**config.mk**
```make
export PLATFORM = sky130hd
export DESIGN_NAME = multicycle_ctrl
export DESIGN_NICKNAME = d
export VERILOG_FILES = /design/src/rtl/multicycle_ctrl.sv
export SDC_FILE = /design/constraint.sdc
export NUM_CORES = 1
export LEC_CHECK = 0
export BUFFER_PORTS_ARGS = -buffer_cell sky130_fd_sc_hd__buf_2
export CORE_AREA = 2 2 56 58
export DETAILED_ROUTE_END_ITERATION = 10
export DIE_AREA = 0 0 58 60
export PLACE_DENSITY = 0.78
export SYNTH_ARGS = -nofsm -noshare
export SYNTH_HDL_FRONTEND = slang
export SYNTH_SLANG_ARGS = --single-unit
```
**constraint.sdc**
```tcl
create_clock -name clk -period 3.1 [get_ports clk]
set_input_delay 0.465 -clock clk [delete_from_list [all_inputs] [get_ports clk]]
set_output_delay 0.465 -clock clk [all_outputs]
set_load 0.02 [all_outputs]
```
**src/rtl/multicycle_ctrl.sv**
```systemverilog
// rtl/multicycle_ctrl.sv - multicycle MIPS control FSM with memory handshake, timeout and sticky error
//
// Purpose: sequences fetch/decode/execute/memory/writeback for each instruction
// and drives every datapath mux select and write enable from the current state.
//
// Ports:
//   clk       in   rising-edge clock
//   reset     in   asynchronous active-high reset
//   op        in   opcode field of the instruction register
//   memready  in   memory completes the current access
//   iord, irwrite, memread, memwrite, branch, brinv, pcwrite, regwrite,
//   alusrca, extzero                      out  single-bit datapath controls
//   memtoreg  out  00 ALUOut, 01 data reg, 10 PC
//   regdst    out  00 rt, 01 rd, 10 $31
//   alusrcb   out  00 B, 01 const 4, 10 imm, 11 imm<<2
//   aluop     out  000 add, 001 sub, 010 funct, 011 and, 100 or
//   pcsrc     out  00 ALU, 01 ALUOut, 10 jump target
//   retire    out  one-cycle pulse on the last cycle of an instruction
//   err       out  00 none, 01 illegal opcode, 10 memory timeout (sticky)
//   state_o   out  current state, for debug
module multicycle_ctrl #(
  parameter int              OP_W          = 6,
  parameter logic [OP_W-1:0] OP_RTYPE      = 'h00,
  parameter logic [OP_W-1:0] OP_LW         = 'h23,
  parameter logic [OP_W-1:0] OP_SW         = 'h2B,
  parameter logic [OP_W-1:0] OP_BEQ        = 'h04,
  parameter logic [OP_W-1:0] OP_BNE        = 'h05,
  parameter logic [OP_W-1:0] OP_ADDI       = 'h08,
  parameter logic [OP_W-1:0] OP_ANDI       = 'h0C,
  parameter logic [OP_W-1:0] OP_ORI        = 'h0D,
  parameter logic [OP_W-1:0] OP_J          = 'h02,
  parameter logic [OP_W-1:0] OP_JAL        = 'h03,
  parameter bit              MEM_HANDSHAKE = 1'b1,
  parameter int              MEM_TIMEOUT   = 64
) (
  input  logic            clk,
  input  logic            reset,
  input  logic [OP_W-1:0] op,
  input  logic            memready,
  output logic            iord,
  output logic            irwrite,
  output logic            memread,
  output logic            memwrite,
  output logic            branch,
  output logic            brinv,
  output logic            pcwrite,
  output logic            regwrite,
  output logic            alusrca,
  output logic            extzero,
  output logic [1:0]      memtoreg,
  output logic [1:0]      regdst,
  output logic [1:0]      alusrcb,
  output logic [2:0]      aluop,
  output logic [1:0]      pcsrc,
  output logic            retire,
  output logic [1:0]      err,
  output logic [4:0]      state_o
);

  typedef enum logic [4:0] {
    S_FETCH  = 5'd0,
    S_DECODE = 5'd1,
    S_MEMADR = 5'd2,
    S_MEMRD  = 5'd3,
    S_MEMWB  = 5'd4,
    S_MEMWR  = 5'd5,
    S_RTEX   = 5'd6,
    S_RTWB   = 5'd7,
    S_BEQ    = 5'd8,
    S_BNE    = 5'd9,
    S_ADDIEX = 5'd10,
    S_ANDIEX = 5'd11,
    S_ORIEX  = 5'd12,
    S_IWB    = 5'd13,
    S_JUMP   = 5'd14,
    S_JAL    = 5'd15,
    S_ERROR  = 5'd16
  } state_t;

  // Width kept at least 1 so a disabled timeout still yields a legal vector.
  localparam int CNT_W  = (MEM_TIMEOUT > 0) ? $clog2(MEM_TIMEOUT + 1) : 1;
  localparam bit TMO_EN = MEM_HANDSHAKE && (MEM_TIMEOUT > 0);
  // The counter holds the number of wait cycles already spent; the wait cycle
  // that would bring it to MEM_TIMEOUT is the one that trips the timeout.
  localparam logic [CNT_W-1:0] CNT_LAST = CNT_W'((MEM_TIMEOUT > 0) ? MEM_TIMEOUT - 1 : 0);

  state_t           state_q, state_d;
  logic [CNT_W-1:0] cnt_q, cnt_d;
  logic [1:0]       err_q, err_d;
  logic             mem_rdy;
  logic             mem_wait;
  logic             tmo_hit;

  // Without the handshake, memory is assumed to finish every access at once.
  assign mem_rdy  = MEM_HANDSHAKE ? memready : 1'b1;
  assign mem_wait = ((state_q == S_FETCH) || (state_q == S_MEMRD) || (state_q == S_MEMWR)) && !mem_rdy;
  // memready high on the limit cycle completes the access, so no timeout then.
  assign tmo_hit  = TMO_EN && mem_wait && (cnt_q == CNT_LAST);

  always_comb begin
    state_d = state_q;
    err_d   = err_q;
    case (state_q)
      S_FETCH:  if (mem_rdy) state_d = S_DECODE;
      S_DECODE: begin
        if (op == OP_RTYPE)                     state_d = S_RTEX;
        else if ((op == OP_LW) || (op == OP_SW)) state_d = S_MEMADR;
        else if (op == OP_BEQ)                  state_d = S_BEQ;
        else if (op == OP_BNE)                  state_d = S_BNE;
        else if (op == OP_ADDI)                 state_d = S_ADDIEX;
        else if (op == OP_ANDI)                 state_d = S_ANDIEX;
        else if (op == OP_ORI)                  state_d = S_ORIEX;
        else if (op == OP_J)                    state_d = S_JUMP;
        else if (op == OP_JAL)                  state_d = S_JAL;
        else begin
          state_d = S_ERROR;
          err_d   = 2'b01;
        end
      end
      S_MEMADR: state_d = (op == OP_LW) ? S_MEMRD : S_MEMWR;
      S_MEMRD:  if (mem_rdy) state_d = S_MEMWB;
      S_MEMWR:  if (mem_rdy) state_d = S_FETCH;
      S_RTEX:   state_d = S_RTWB;
      S_ADDIEX, S_ANDIEX, S_ORIEX: state_d = S_IWB;
      S_MEMWB, S_RTWB, S_BEQ, S_BNE, S_IWB, S_JUMP, S_JAL: state_d = S_FETCH;
      S_ERROR:  state_d = S_ERROR;
      default:  state_d = S_FETCH;
    endcase
    if (tmo_hit) begin
      state_d = S_ERROR;
      err_d   = 2'b10;
    end
  end

  always_comb begin
    cnt_d = cnt_q;
    if (state_d != state_q) cnt_d = '0;
    else if (TMO_EN && mem_wait) cnt_d = cnt_q + 1'b1;
  end

  always_ff @(posedge clk or posedge reset) begin
    if (reset) begin
      state_q <= S_FETCH;
      cnt_q   <= '0;
      err_q   <= 2'b00;
    end else begin
      state_q <= state_d;
      cnt_q   <= cnt_d;
      err_q   <= err_d;
    end
  end

  always_comb begin
    iord     = 1'b0;
    irwrite  = 1'b0;
    memread  = 1'b0;
    memwrite = 1'b0;
    branch   = 1'b0;
    brinv    = 1'b0;
    pcwrite  = 1'b0;
    regwrite = 1'b0;
    alusrca  = 1'b0;
    extzero  = 1'b0;
    memtoreg = 2'b00;
    regdst   = 2'b00;
    alusrcb  = 2'b00;
    aluop    = 3'b000;
    pcsrc    = 2'b00;
    retire   = 1'b0;
    case (state_q)
      S_FETCH: begin
        memread = 1'b1;
        alusrcb = 2'b01;
        irwrite = mem_rdy;
        pcwrite = mem_rdy;
      end
      S_DECODE: alusrcb = 2'b11;
      S_MEMADR: begin
        alusrca = 1'b1;
        alusrcb = 2'b10;
      end
      S_MEMRD: begin
        iord    = 1'b1;
        memread = 1'b1;
      end
      S_MEMWB: begin
        memtoreg = 2'b01;
        regwrite = 1'b1;
        retire   = 1'b1;
      end
      S_MEMWR: begin
        iord     = 1'b1;
        memwrite = 1'b1;
        retire   = mem_rdy;
      end
      S_RTEX: begin
        alusrca = 1'b1;
        aluop   = 3'b010;
      end
      S_RTWB: begin
        regdst   = 2'b01;
        regwrite = 1'b1;
        retire   = 1'b1;
      end
      S_BEQ, S_BNE: begin
        alusrca = 1'b1;
        aluop   = 3'b001;
        branch  = 1'b1;
        pcsrc   = 2'b01;
        retire  = 1'b1;
        brinv   = (state_q == S_BNE);
      end
      S_ADDIEX: begin
        alusrca = 1'b1;
        alusrcb = 2'b10;
        aluop   = 3'b000;
      end
      S_ANDIEX: begin
        alusrca = 1'b1;
        alusrcb = 2'b10;
        aluop   = 3'b011;
        extzero = 1'b1;
      end
      S_ORIEX: begin
        alusrca = 1'b1;
        alusrcb = 2'b10;
        aluop   = 3'b100;
        extzero = 1'b1;
      end
      S_IWB: begin
        regwrite = 1'b1;
        retire   = 1'b1;
      end
      S_JUMP: begin
        pcsrc   = 2'b10;
        pcwrite = 1'b1;
        retire  = 1'b1;
      end
      S_JAL: begin
        // PC was already advanced in FETCH, so the link value is PC+4.
        pcsrc    = 2'b10;
        pcwrite  = 1'b1;
        regwrite = 1'b1;
        regdst   = 2'b10;
        memtoreg = 2'b10;
        retire   = 1'b1;
      end
      default: ;
    endcase
  end

  assign err     = err_q;
  assign state_o = state_q;

endmodule

```
# After elaboration in Yosys (flattened, before gate mapping)
# Index checks and enable logic that the tools add are counted.
dict set report totals {
  register_bits 14
  output_inout_bits 29
  word_cells 105
}
dict set report op_classes {
  n_addsub 1
  eq_ne 36
  muxes 44
  n_reduce_logical 21
}
# op n
set op_table {}
lappend op_table {{$mux 5} 13}
lappend op_table {{$eq 5x4->1 const B} 8}
lappend op_table {{$pmux 5 s8} 1}
lappend op_table {{$mux 2} 11}
lappend op_table {{$eq 5x3->1 const B} 4}
lappend op_table {{$eq 6x4->1 const B} 3}
lappend op_table {{$ne 2x2->1 const B} 9}
lappend op_table {{$mux 7} 2}
lappend op_table {{$reduce_or 7->1} 2}
lappend op_table {{$eq 6x2->1 const B} 2}
lappend op_table {{$eq 6x3->1 const B} 2}
lappend op_table {{$eq 6x6->1 const B} 2}
lappend op_table {{$pmux 2 s2} 3}
lappend op_table {{$pmux 3 s4} 1}
lappend op_table {{$eq 5x2->1 const B} 2}
lappend op_table {{$reduce_and 10->1} 1}
lappend op_table {{$reduce_or 2->1} 5}
lappend op_table {{$mux 1} 9}
lappend op_table {{$reduce_or 4->1} 2}
lappend op_table {{$add 7x1->7 const B} 1}
lappend op_table {{$eq 7x6->1 const B} 1}
lappend op_table {{$logic_not 6->1} 1}
lappend op_table {{$pmux 2 s3} 1}
lappend op_table {{$eq 5x1->1 const B} 1}
lappend op_table {{10 further kinds} 15}

# Depth between registers and ports, before layout
# Gate-level depths: netlist of the first run.
dict set report depth {
  ltp_word 14
  depth_mapped 9
  depth_no_buf 7
}

# Least setup slack after synthesis of the first run
# No wires, ideal clock.
dict set report synth_timing {
  kind {reg2out}
  start {reg state_q[3], in the netlist state_o[3]}
  end {out retire}
  arrival_time_ns 2.367
  required_time_ns 2.635
  path_slack_ns 0.268
  stages_incl_launch_ff 6
  path_buffers 3
  path_cell_list {dfrtp_1 -> buf_6 -> clkbuf_1 -> clkbuf_1 -> a21oi_1 -> a2111oi_0}
}
dict set report synth_between {
  elab_chain_cells 3
  elab_cells_between_ends 10
}
# element line
set synth_lines {}
lappend synth_lines {{start: declaration} 87} ;# state_t state_q, state_d;
lappend synth_lines {{start signal: assignment} 147} ;# state_q <= state_d;
lappend synth_lines {{$eq 5x4->1 or $eq 5x3->1 (tied branches)} 170} ;# case (state_q)
lappend synth_lines {{$reduce_or 7->1 (no source line)} n/a}
lappend synth_lines {{$pmux 1 s2 *} 170}
lappend synth_lines {{end: declaration} 55} ;# output logic retire,
# Every way passes the cells marked *; elsewhere a longest branch is shown, timed or not.

# Worst setup path after layout of the first run
dict set report layout_timing {
  start {reg state_q[0], in the netlist state_o[0]}
  end {reg cnt_q[4]}
}
dict set report layout_between {
  elab_chain_cells 8
  elab_cells_between_ends 23
}
# element line
set layout_lines {}
lappend layout_lines {{branches (longest 8 deep; another with $pmux 5 s8)} n/a}
lappend layout_lines {{end signal: assignment} 148} ;# cnt_q <= cnt_d;
lappend layout_lines {{end: declaration} 88} ;# logic [CNT_W-1:0] cnt_q, cnt_d;
# Parallel ways; which one is timed is not known.
# A chain may end at the register's enable or synchronous reset.

==> results of run 1 <==
[state kept, by name (all words and copies together), names as in the netlist]
signal and count:
err 2, state_o 5, cnt_q 7
[logic make-up (layout without fill, tap and decap cells)]
logic type	Yosys count	after routing
multiplexers	2	2
AND/OR/NAND/NOR	106	106
XOR/XNOR	8	8
adder cells (fa/ha/maj)	1	1
buffers and inverters	26	50
AO/OA/AOI/OAI	42	42
flip-flops	14	14
[layout make-up]
| cell class | count | area, um^2 |
|---|---|---|
| Clock buffer | 3 | 22.5 |
| Multi-Input combinational cell | 159 | 983 |
| Timing Repair Buffer | 40 | 208 |
| Sequential cell | 14 | 350 |
| Inverter | 7 | 26.3 |
| Tap cell | 33 | 41.3 |
| Fill cell | 276 | 1270 |
[final timing paths]
check                           slack, ns  startpoint  cells after the start         end
worst max-delay path                 0.48  state_o[0]                      6    cnt_q[4]
worst min-delay path                 0.21       reset                      2  state_o[4]
worst max register to register       0.48  state_o[0]                      6    cnt_q[4]
worst min register to register       0.52      err[0]                      2      err[0]
max in group asynchronous            2.54       reset                      2    cnt_q[3]
min in group clk                     0.52      err[0]                      2      err[0]
[power by group through the flow]
stage / registers [uW] / logic (uW) / clock network (uW)
finish: 280 / 528 / 103
global route: 287 / 585 / 109
CTS: 277 / 526 / 102
detailed placement: 281 / 523 / 0
global placement: 281 / 522 / 0
floorplan: 243 / 439 / 0
[layer usage]
layer  wire length, um  vias to the layer above  track usage [%]
met4                27                        0             4.98
li1                  -                      764                -
met2              1550                       51             31.3
met3               184                        3             1.95
met1              1710                      659             33.1
met5                 0                        -                0
[Yosys cell counts (2+ instances only)]
master	number	share of area, %
inv_1	7	1.8
nand2_1	7	1.8
or3_1	8	3.4
a21oi_1	13	4.4
nor3b_1	2	1.0
dfrtp_1	14	24
buf_2	2	0.68
a211oi_1	3	1.5
xnor2_1	2	1.2
mux2i_1	2	1.4
xor2_1	5	3.0
buf_6	3	2.3
or2_2	2	0.85
o31ai_1	2	1.0
nor4_1	5	2.1
nand2b_1	7	3.0
nor3_1	18	6.2
nor2_1	27	6.9
nand4_1	3	1.3
clkbuf_1	11	2.8
o21bai_1	2	1.0
buf_4	2	1.0
nor2b_1	8	3.4
nand3_1	6	2.1
o21ai_0	8	2.7
and2_1	4	1.7
and3_1	3	1.3
[per-stage QoR]
step           util, %  worst slack, ns  total power, uW
6_report          56.2            0.482              911
5_1_grt           56.2            0.242              981
4_1_cts           56.2            0.529              905
3_5_place_dp      55.4            0.546              805
3_3_place_gp      55.4            0.570              803
2_1_floorplan        -            0.268              682
==> impl.org, run 1 <==
** Synth
- Sequential share of the synthesized area :: approximately a quarter
- After synthesis the cells add up to between 1000 and 1500 um^2.
- Largest family of logic cells by synthesized area :: simple AND/OR/NAND/NOR gates
- Summing the areas of all compound-gate instances in the mapped netlist gives approximately a fifth of the synthesized area.
- The Yosys step of the flow raised 0 warnings.
- Multiplexer share of the synthesized area :: 1.37%
- Of the total synthesized cell area, the portion taken by full adders, half adders and majority gates is 0.855%.
- Yosys mapped a number of flops with a built-in enable equal to 0.
- After synthesis, the netlist uses 50 different library cells.
- After synthesis the netlist holds a flip-flop and latch count of 14.
- The synthesized netlist devotes about two fifths of its cell area to simple gates.
- Synthesis produced 199 cells.
- Each instance of the synthesized netlist takes up on average roughly 7.4 um^2.
- For this run, the leading register cell type out of synthesis is dfrtp_1.
- When the netlist entered floorplanning its net count stood at around 210.
- Post-synthesis share of cell area spent on xor and xnor gates :: between 5 and 6%
- Fraction of synthesis flops using an asynchronous set or reset pin :: 100%

** STA
- For this run, the top clock speed supported by timing is around 380 MHz.
- Setup violations remaining at the end of the flow were counted as 0.
- Skew final :: between 0.004 and 0.005 ns
- The number of hold violations in the final report came to 0.
- After layout, the worst path uses a little over four fifths of the clock period.
- Minimum hold slack :: slightly above 0.2 ns
- Setup repair after global routing missed its margin :: no
- Final min period :: 2.62 ns
- Remaining max-slew budget at the tightest pin :: 53.8%
- Adding up every negative setup slack in the final design gives 0 ns.
- For the pin with the worst max-slew slack, the measured transition is roughly 0.69 ns.
- The number of max-slew violations in the final report was 0.

** Clock tree
- Once the clock tree was built, the resizer swapped 0 gates to a different size.
- Clock latency on the worst-skew pair :: ~0.28 ns
- No sink is reached through more buffers than the 2 on the longest clock path.
- Clock-pin slew was measured on the worst setup and hold paths at roughly 0.08 ns.
- Count of hold-fix buffers inserted at cts :: 0
- Clock tree synthesis found a total of 14 sinks.
- TritonCTS built the clock tree.
- Postcts setup bufs :: 0
- H-tree depth :: 1
- CTS root buffer :: clkbuf_4
- Buffers inserted during clock tree synthesis total 3.

** Pwr
- Clock power frac :: ~11%
- Switch share :: between 50% and 60%
- In this run the power density over the cells is about 560 nW/um^2.
- Combinational logic burns just under 60% of the power.
- The internal portion of the total power is around 450 uW.
- Sequential Power Share :: between 30% and 40%
- Summed over all cells, the static leakage comes to roughly 0.00075 uW.
- Peak supply drop :: around 0.38 mV
- The analysis attributes to net switching a power of ~460 uW.

** Worst setup path
- Critical Path AT :: ~2.8 ns
- On the critical path the largest part of the delay comes from compound AO/OA/AOI/OAI gates.
- On the worst path, the slowest cell contributes a delay of ~0.80 ns.
- Critical-path top delay cell :: dfrtp_1
- STA classifies the critical path endpoint as a flip-flop.
- The critical path goes through xor2_2, a2bb2o_4, and3_1, o31ai_1, o2111ai_1, nor3_1.
- The worst setup path is launched from a flip-flop.
- The worst setup path is of the reg -> reg kind.
- Data required time of the worst path :: ~3.3 ns
- Max Fanout on Critical Path :: 21
- Count of buffering cells on the critical path with inverters included :: 0

** Global routing
- Entering global routing, the biggest net connects 22 pins.
- Via count of the first global-routing pass :: ~1,200
- Global-route usage over all layers :: 21.2%
- First-pass GRT wire length :: 5830 um
- After global routing the overflow that remains totals 0.
- The number of antenna violations at the first check in global routing is 0.

** Route
- Total Wirelength :: between 3000 and 4000 um
- 1st-iter DRT viols :: 77
- Number of nets with antenna violations after detailed routing :: 0
- DRC :: 0
- Wire length per cell after detailed routing :: roughly 14 um
- First-pass DRT Iterations :: 4
- Vias per cell :: roughly 5.8
- Total number of vias :: about 1,500

** Finish
- Commonest non-fill, non-tap cells in the layout :: 37 x buf_2, 27 x nor2_1, 18 x nor3_1, 14 x dfrtp_1, 13 x a21oi_1
- Layout net count :: around 240
- Final cell count without fillers :: ~260
- Fraction of final layout cells with drive strength greater than 1 :: 23.3%
- Number of diodes added for antenna fixing :: 0
- Leaving out fill and tap cells, the most frequent cell in the layout is buf_2.
- Area Overhead vs Synth :: 11.5%
- Final standard cell area without fillers :: ~1600 um^2

** Status
- The flow ran to the end, and the final reports show no timing, DRC or antenna violations.

** Floorplan
- The die covers around 3500 um^2.
- Initial cell density of the core :: around half
- The initialized floorplan defines 20 standard-cell rows.
- From left edge to right edge, the die measures 58 um.
- Boundary Pins :: 38
- Die Ht :: roughly 60 um
- The region available for standard cell placement spans 2900 um^2.

** Placed design
- Counting tap cells, the placed design contains a total of 253 instances.
- GPL Wtd Cong :: between 0.8 and 0.9
- During placement, the flow inserted port buffers numbering 37.
- Half-perimeter wire length after placement :: around 2500 um
- Area after DPL :: 1610 um^2

** Min path
- Worst min path class :: in -> async

** Job
- Across the run, the number of max-cap violations was 0.
(Power assumes the default switching activity.)
==> inputs of run 2 (changes only) <==
--- a/config.mk
+++ b/config.mk
@@ -6,10 +6,10 @@
 export NUM_CORES = 1
 export LEC_CHECK = 0
 export BUFFER_PORTS_ARGS = -buffer_cell sky130_fd_sc_hd__buf_2
-export CORE_AREA = 2 2 56 58
+export CORE_AREA = 2 2 59 61
 export DETAILED_ROUTE_END_ITERATION = 10
-export DIE_AREA = 0 0 58 60
-export PLACE_DENSITY = 0.78
+export DIE_AREA = 0 0 61 63
+export PLACE_DENSITY = 0.74
 export SYNTH_ARGS = -nofsm -noshare
 export SYNTH_HDL_FRONTEND = slang
 export SYNTH_SLANG_ARGS = --single-unit
==> constraint.sdc (replaced) <==
create_clock -name clk -period 2.1 [get_ports clk]
set_input_delay 0.315 -clock clk [delete_from_list [all_inputs] [get_ports clk]]
set_output_delay 0.315 -clock clk [all_outputs]
set_load 0.02 [all_outputs]
==> impl.org, run 2 (same netlist as run 1, synthesis figures left out) <==
** Finish
- Storage cell area :: 355 um^2 (+1.4%)
- Number of diodes added for antenna fixing :: 0 (unchanged)
- The core occupancy in the finished layout came to 65.0% (+8.8 points).
- Register name with the most flops :: cnt_q
- Area Overhead vs Synth :: 43.6%
- The final net count is 276 (+17%).
- The flip-flop count of the largest register after layout came to 7 (unchanged).
- Area taken by multi-input logic gates :: 1090 um^2 (+11%)
- In the layout the commonest cells are 44 x buf_4, 34 x buf_2, 25 x nor2_1, 12 x a21oi_1, 11 x nor3_1.
- Fraction of final layout cells with drive strength greater than 1 :: 43.4% (+20 points)
- The final standard cell area without fillers is 2100 um^2 (+29%).
- The number of inserted filler cells in the final layout is 279 (+1.1%).
- Leaving out fill and tap cells, the most frequent cell in the layout is buf_4.

** Pwr
- Static Leak :: 0.000972 uW (+29%)
- Total power divided by cell area :: 864 nW/um^2 (+55%)
- The peak supply drop came to 0.584 mV (+53%).

** Global routing
- Via count of the first global-routing pass :: 1,484 (+20%)
- Global-route usage over all layers :: 21.8% (+0.63 points)
- The global-route wire length before repair is 6540 um (+12%).
- Antenna violations before repair :: 0 (unchanged)
- The global-route congestion overflow total is 0 (unchanged).
- Pin count of the biggest net entering global routing :: 20 (-9.1%)

** Route
- Total Wirelength :: 4180 um (+20%)
- The post-detailed-route via-to-cell ratio is 5.40 (-6.4%).
- The DRC violation total after the first TritonRoute iteration was 99 (+29%).
- The mean routed wirelength per cell was 13.4 um (-0.86%).
- The number of detailed-route iterations in the first pass came to 4 (unchanged).
- Number of nets with antenna violations after detailed routing :: 0 (unchanged)
- Total number of vias :: 1,680 (+14%)
- The number of DRC violations after detailed routing is 0 (unchanged).

** Clock tree
- The TritonCTS buffer count is 3 (unchanged).
- Worst-case clock buffer depth :: 2 (unchanged)
- The clock slew at the register clock pins of the worst setup and hold paths was 0.09 ns (about the same).
- The number of clock sinks came to 14 (unchanged).
- Clock latency on the worst-skew pair :: 0.29 ns (about the same)
- H-tree depth :: 1 (unchanged)
- TritonCTS built the clock tree.
- CTS root buffer :: clkbuf_4

** Worst setup path
- Critical-path top delay cell :: or4_4
- Startpoint type of the worst setup path :: flip-flop
- Max Fanout on Critical Path :: 7 (-67%)
- Critical Path AT :: 2.34 ns (-0.47 ns)
- Data required time of the worst path :: 2.32 ns (-0.97 ns)
- The critical path in this run is classified as reg -> reg.
- Ordered cell list for the critical path :: or4_4, a2bb2o_4, and3_4, a2111oi_4, or3_1, nor3_2
- The largest stage delay on the critical path came to 0.51 ns (-0.29 ns).
- Nature of the critical path endpoint :: flip-flop

** STA
- Hold Fails Final Rpt :: 0 (unchanged)
- The slew of the pin with the lowest slew margin came to 0.531 ns (-0.162 ns).
- The fmax is 471 MHz (+23%).
- Setup repair after global routing could not meet its margin everywhere.
- The number of setup violations in the final report was 4 (+4).
- The part of the cycle the worst path needs was 101% (+17 points).
- Final critical-path setup slack :: -0.0216 ns (-0.503 ns)
- The final worst clock skew is 0.00357 ns (-0.00108 ns).
- The max-slew headroom at the worst pin is 64.5% (+11 points).
- The total negative setup slack came to -0.0400 ns (-0.0400 ns).
- Max-slew violation count :: 0 (unchanged)
- The shortest period the worst path allows came to 2.12 ns (-0.497 ns).

** Placed design
- Half-perimeter wire length after placement :: 3160 um (+24%)
- Area after DPL :: 1940 um^2 (+21%)
- The global placement routability congestion is 0.878 (+1.1%).
- Port buffer count :: 37 (unchanged)

** Min path
- The min-delay analysis places its worst path in the category in -> async.

** Status
- The final reports fail on setup timing.
- Run status :: complete, but fails checks

** Floorplan
- Die footprint :: 3840 um^2 (+10%)
- Boundary Pins :: 38 (unchanged)
- The initial core utilization is 45.3% (-5.1 points).
- Site Rows :: 21 (+5.0%)
- The area of the core is 3230 um^2 (+11%).
- Width of the die :: 61 um (+5.2%)
- Die Ht :: 63 um (+5.0%)

** Job
- The number of max-capacitance violations reported was 0 (unchanged).
[run 2: layout make-up]
| class | count | area share (%) |
|---|---|---|
| multi-input cells | 159 | 52.0 |
| repair buffers | 81 | 25.4 |
| flip-flops and latches | 14 | 16.9 |
| well taps | 46 | 2.74 |
| clock buffers | 4 | 1.73 |
| inverters | 7 | 1.25 |
[run 2: path summary, 6_finish.rpt]
kind / startpoint / endpoint / slack (ns) / cells past startpoint
setup / recovery: state_o[2] / cnt_q[6] / -0.02 / 6
hold / removal: reset / state_o[4] / 0.05 / 2
setup reg to reg: state_o[2] / cnt_q[6] / -0.02 / 6
hold reg to reg: err[0] / err[0] / 0.52 / 2
max in group asynchronous: reset / state_o[3] / 1.68 / 2
min in group clk: op[4] / state_o[1] / 0.48 / 4
[run 2: report_power, final]
part / internal, uW / leakage [uW] / switching (uW)
clock network: 106 / 0.0000210 / 97.0
logic: 577 / 0.000771 / 692
registers: 303 / 0.000181 / 41.4
total: 985 / 0.000972 / 831
[run 2: metal layers]
layer | wire length [um] | track usage, % | up-vias
met5 | 0 | 0 | -
met4 | 57 | 5.71 | 0
met3 | 197 | 1.86 | 7
met2 | 1990 | 36.7 | 52
met1 | 1930 | 29.3 | 775
li1 | - | - | 846
[run 2: per-stage QoR]
| stage | power, uW | cells | setup WS, ns | hold WS (ns) |
|---|---|---|---|---|
| after floorplan | 1040 | 199 | -0.132 | 0.204 |
| after global placement | 1460 | 303 | 0.00254 | 0.379 |
| after detailed placement | 1480 | 303 | -0.0249 | 0.382 |
| after CTS | 1750 | 310 | -0.0286 | 0.0595 |
| after global routing | 1930 | 311 | -0.102 | 0.0795 |
| final | 1820 | 311 | -0.0216 | 0.0453 |
[run 2: what timing repair did]
item	4_1_cts	5_1_grt
pin swaps	5	7
hold buffers	0	0
setup endpoints to repair	7	11
gates resized for setup	8	16
setup buffers	3	1
[run 2: critical path: cells and delay by family (launching register included)]
family / cells / cell delay, ns
compound gates: 2 / 0.33
flops: 1 / 0.43
simple gates: 4 / 1.28
==> inputs of run 3 (changes only) <==
==> config.mk (replaced) <==
export PLATFORM = sky130hd
export DESIGN_NAME = multicycle_ctrl
export DESIGN_NICKNAME = d
export VERILOG_FILES = /design/src/rtl/multicycle_ctrl.sv
export SDC_FILE = /design/constraint.sdc
export NUM_CORES = 1
export LEC_CHECK = 0
export ABC_AREA = 1
export BUFFER_PORTS_ARGS = -buffer_cell sky130_fd_sc_hd__buf_2
export CORE_AREA = 2 2 57 59
export DETAILED_ROUTE_END_ITERATION = 10
export DIE_AREA = 0 0 59 61
export PLACE_DENSITY = 0.73
export SYNTH_ARGS = -nofsm -noshare
export SYNTH_HDL_FRONTEND = slang
export SYNTH_SLANG_ARGS = --single-unit
==> impl.org, run 3 <==
** Global routing
- Total overflow reported by the global router :: 0 (unchanged)
- The global-route wire length before repair came to 4940 um (-24%).
- Pin count of the biggest net entering global routing :: 15 (-25%)
- Antenna violations before repair :: 0 (unchanged)
- The overall routing resource usage came to 17.7% (-4.1 points).
- Via count of the first global-routing pass :: 1,137 (-23%)

** Synth
- Among all flip-flop cells after synthesis, the most frequent one is dfrtp_1.
- Cell count after synthesis :: 199 (unchanged)
- Post-synthesis average cell area :: 6.70 um^2 (-8.9%)
- The number of synthesized flops with an enable pin is 0 (unchanged).
- Number of storage elements in the synthesis netlist :: 14 (unchanged)
- Cell with the most instances after synthesis :: nand2_1
- Synth Cell Area :: 1330 um^2 (-8.9%)
- Fraction of synthesis flops using an asynchronous set or reset pin :: 100% (unchanged)
- The count of unique library cells instantiated by Yosys is 28 (-44%).
- The total number of yosys warnings came to 0 (unchanged).
- The register area share after synthesis was 26.3% (+2.3 points).
- Most frequent cells after synthesis :: 41 x nand2_1, 30 x inv_1, 24 x nor2_1
- Net count after synthesis :: 209 (unchanged)
- By area the synthesized netlist is led by dfrtp_1 26%, nand2_1 12%, nand3_1 8.6%.
- Synth top area share :: 26.3% (+2.3 points)
- The biggest area contributor in the post-synthesis netlist is dfrtp_1.

** Finish
- Relative to the synthesized area, the layout overhead comes to 19.6%.
- The share of layout cells above drive strength 1 is 36.0% (-7.4 points).
- Final standard cell area without fillers :: 1600 um^2 (-24%)
- Commonest non-fill, non-tap cells in the layout :: 41 x nand2_1, 37 x buf_2, 30 x inv_1, 24 x nor2_1, 23 x nand3_1
- Number of diodes added for antenna fixing :: 0 (unchanged)
- Storage cell area :: 354 um^2 (-0.35%)
- Flip-flop count of the largest register after layout :: 7 (unchanged)
- Area taken by multi-input logic gates :: 810 um^2 (-26%)
- Total of fill cells in the finished design :: 297 (+6.5%)
- Register name with the most flops :: cnt_q
- Layout net count :: 250 (-9.4%)
- The library cell used most frequently in the layout, excluding fill and tap cells, is nand2_1.

** Floorplan
- The initial core utilization came to 45.2% (-0.13 points).
- Die footprint :: 3600 um^2 (-6.3%)
- The die width was 59 um (-3.3%).
- Site Rows :: 20 (-4.8%)
- Boundary Pins :: 38 (unchanged)
- The height of the die came to 61 um (-3.2%).
- Standard cell core area :: 2950 um^2 (-8.6%)

** Worst setup path
- Startpoint type of the worst setup path :: flip-flop
- The data required time of the worst path came to 1.78 ns (-0.54 ns).
- Critical Path AT :: 1.64 ns (-0.70 ns)
- The maximum fanout count along the critical path is 6 (-1).
- Ordered cell list for the critical path :: inv_2, nor2_2, nand2_1, inv_1, a211oi_1, o211ai_1, buf_2
- In this design, the largest share of critical-path delay is due to flip-flops.
- The largest stage delay on the critical path is 0.49 ns (-0.02 ns).
- Count of buffering cells on the critical path with inverters included :: 3 (+3)
- Among all stages on the critical path, the largest delay is contributed by dfrtp_1.
- The worst setup path is of the reg -> out kind.
- Nature of the critical path endpoint :: output pin

** Placed design
- The quantity of I/O buffers inserted on ports was 37 (unchanged).
- The global placement routability congestion came to 0.824 (-6.2%).
- The HPWL after detailed placement came to 2460 um (-22%).
- The instance area at placement came to 1540 um^2 (-21%).

** Clock tree
- The number of buffers on the longest clock path came to 2 (unchanged).
- The clock latency at the later pin of the worst-skew pair is 0.27 ns (-0.02 ns).
- H-tree depth :: 1 (unchanged)
- The clock slew at the register clock pins of the worst setup and hold paths is 0.08 ns (about the same).
- The root buffer cell chosen for the clock tree is clkbuf_4.
- The number of buffers inserted for hold repair after clock tree synthesis is 0 (unchanged).
- Number of clock sinks seen by CTS :: 14 (unchanged)
- TritonCTS buffer count :: 3 (unchanged)
- TritonCTS built the clock tree.

** STA
- Hold Fails Final Rpt :: 0 (unchanged)
- The part of the cycle the worst path needs is 93.1% (-8.0 points).
- The fmax is 512 MHz (+8.5%).
- The number of max-slew violations in the final report came to 0 (unchanged).
- Remaining max-slew budget at the tightest pin :: 65.6% (+1.1 points)
- The slew of the pin with the lowest slew margin came to 0.516 ns (-0.0158 ns).
- The number of setup violations in the final report was 0 (-4).
- The worst hold slack came to 0.0581 ns (+0.0127 ns).
- Skew final :: 0.00232 ns (-0.00125 ns)
- The shortest period the worst path allows is 1.95 ns (-0.167 ns).

** Pwr
- Static Leak :: 0.000975 uW (+0.24%)
- Total power divided by cell area :: 893 nW/um^2 (+3.4%)
- Peak supply drop :: 0.447 mV (-24%)

** Route
- The post-detailed-routing wire length was 2970 um (-29%).
- The mean routed wirelength per cell was 10.9 um (-19%).
- The DRC violation total after the first TritonRoute iteration was 54 (-45%).
- The overall via count from detail_route is 1,360 (-19%).
- First-pass DRT Iterations :: 4 (unchanged)
- The remaining antenna violation count after routing is 0 (unchanged).
- Vias per cell :: 5.00 (-7.4%)
- DRC :: 0 (unchanged)

** Job
- Total of max-cap violations :: 0 (unchanged)

** Status
- The flow ran to the end, and the final reports show no timing, DRC or antenna violations.

** Min path
- The tightest min-delay check is of the in -> async type.
run 3: kinds of logic (layout without fill, tap and decap cells):
group | count (synthesis) | after routing | share of synthesized area [%]
and+or+nand+nor | 129 | 129 | 51.9
AOI/OAI and AO/OA | 9 | 9 | 3.85
xor gates and xnor gates | 5 | 5 | 3.28
buffers and inverters | 41 | 81 | 13.8
DFF | 14 | 14 | 26.3
adders and majority gates | 1 | 1 | 0.938
run 3: routing by layer:
metal	routed length, um	vias up	GRT usage, %
met5	0	-	0
met4	8	0	1.62
met3	106	2	3.62
met2	1440	29	29.0
met1	1420	620	25.3
li1	-	709	-
run 3: stage by stage:
| stage | setup TNS, ns | std cells | utilization, % | power [uW] | worst slack [ns] |
|---|---|---|---|---|---|
| 2_1_floorplan | 0 | 199 | - | 1040 | 0.00384 |
| 3_3_place_gp | 0 | 267 | 52.2 | 1230 | 0.179 |
| 3_5_place_dp | 0 | 267 | 52.2 | 1240 | 0.172 |
| 4_1_cts | 0 | 271 | 53.5 | 1430 | 0.0260 |
| 5_1_grt | -0.00423 | 272 | 54.0 | 1530 | -0.00423 |
| 6_report | 0 | 272 | 54.0 | 1430 | 0.145 |
run 3: worst paths after layout:
kind / from / endpoint / slack, ns / cells after the start
min in group clk: err[1] / err[1] / 0.49 / 2
worst min-delay path: reset / cnt_q[5] / 0.06 / 2
worst max register to register: state_o[0] / cnt_q[0] / 0.20 / 14
worst max-delay path: state_o[3] / retire / 0.15 / 7
max in group asynchronous: reset / state_o[2] / 1.67 / 2
worst min register to register: err[1] / err[1] / 0.49 / 2
run 3: worst reg2reg max path: stages (launching register included):
cell     delay [ns]
dfrtp_1        0.47
buf_4          0.19
nand2_1        0.07
inv_2          0.05
nand3_2        0.10
nand3_2        0.10
nor2_1         0.14
nand3_1        0.13
nand2_2        0.09
nand2_1        0.05
nand2_1        0.05
nand2_1        0.05
nor2_2         0.13
nand2_4        0.12
nor2_2         0.10
run 3: layout make-up:
class | count | share of cell area, %
clock buffer | 4 | 2.27
inverter | 37 | 9.18
multi-input combinational | 144 | 50.7
sequential | 14 | 22.2
tap | 33 | 2.59
timing repair buffer | 40 | 13.0
run 3: power by group:
part | switching [uW] | internal (uW)
Clock | 81.0 | 105
Sequential | 74.0 | 310
Combinational | 580 | 274
Total | 735 | 690
run 3: timing repair:
| item | CTS | global route |
|---|---|---|
| setup buffers | 0 | 1 |
| setup endpoints to repair | 0 | 10 |
| gates resized for setup | 0 | 4 |
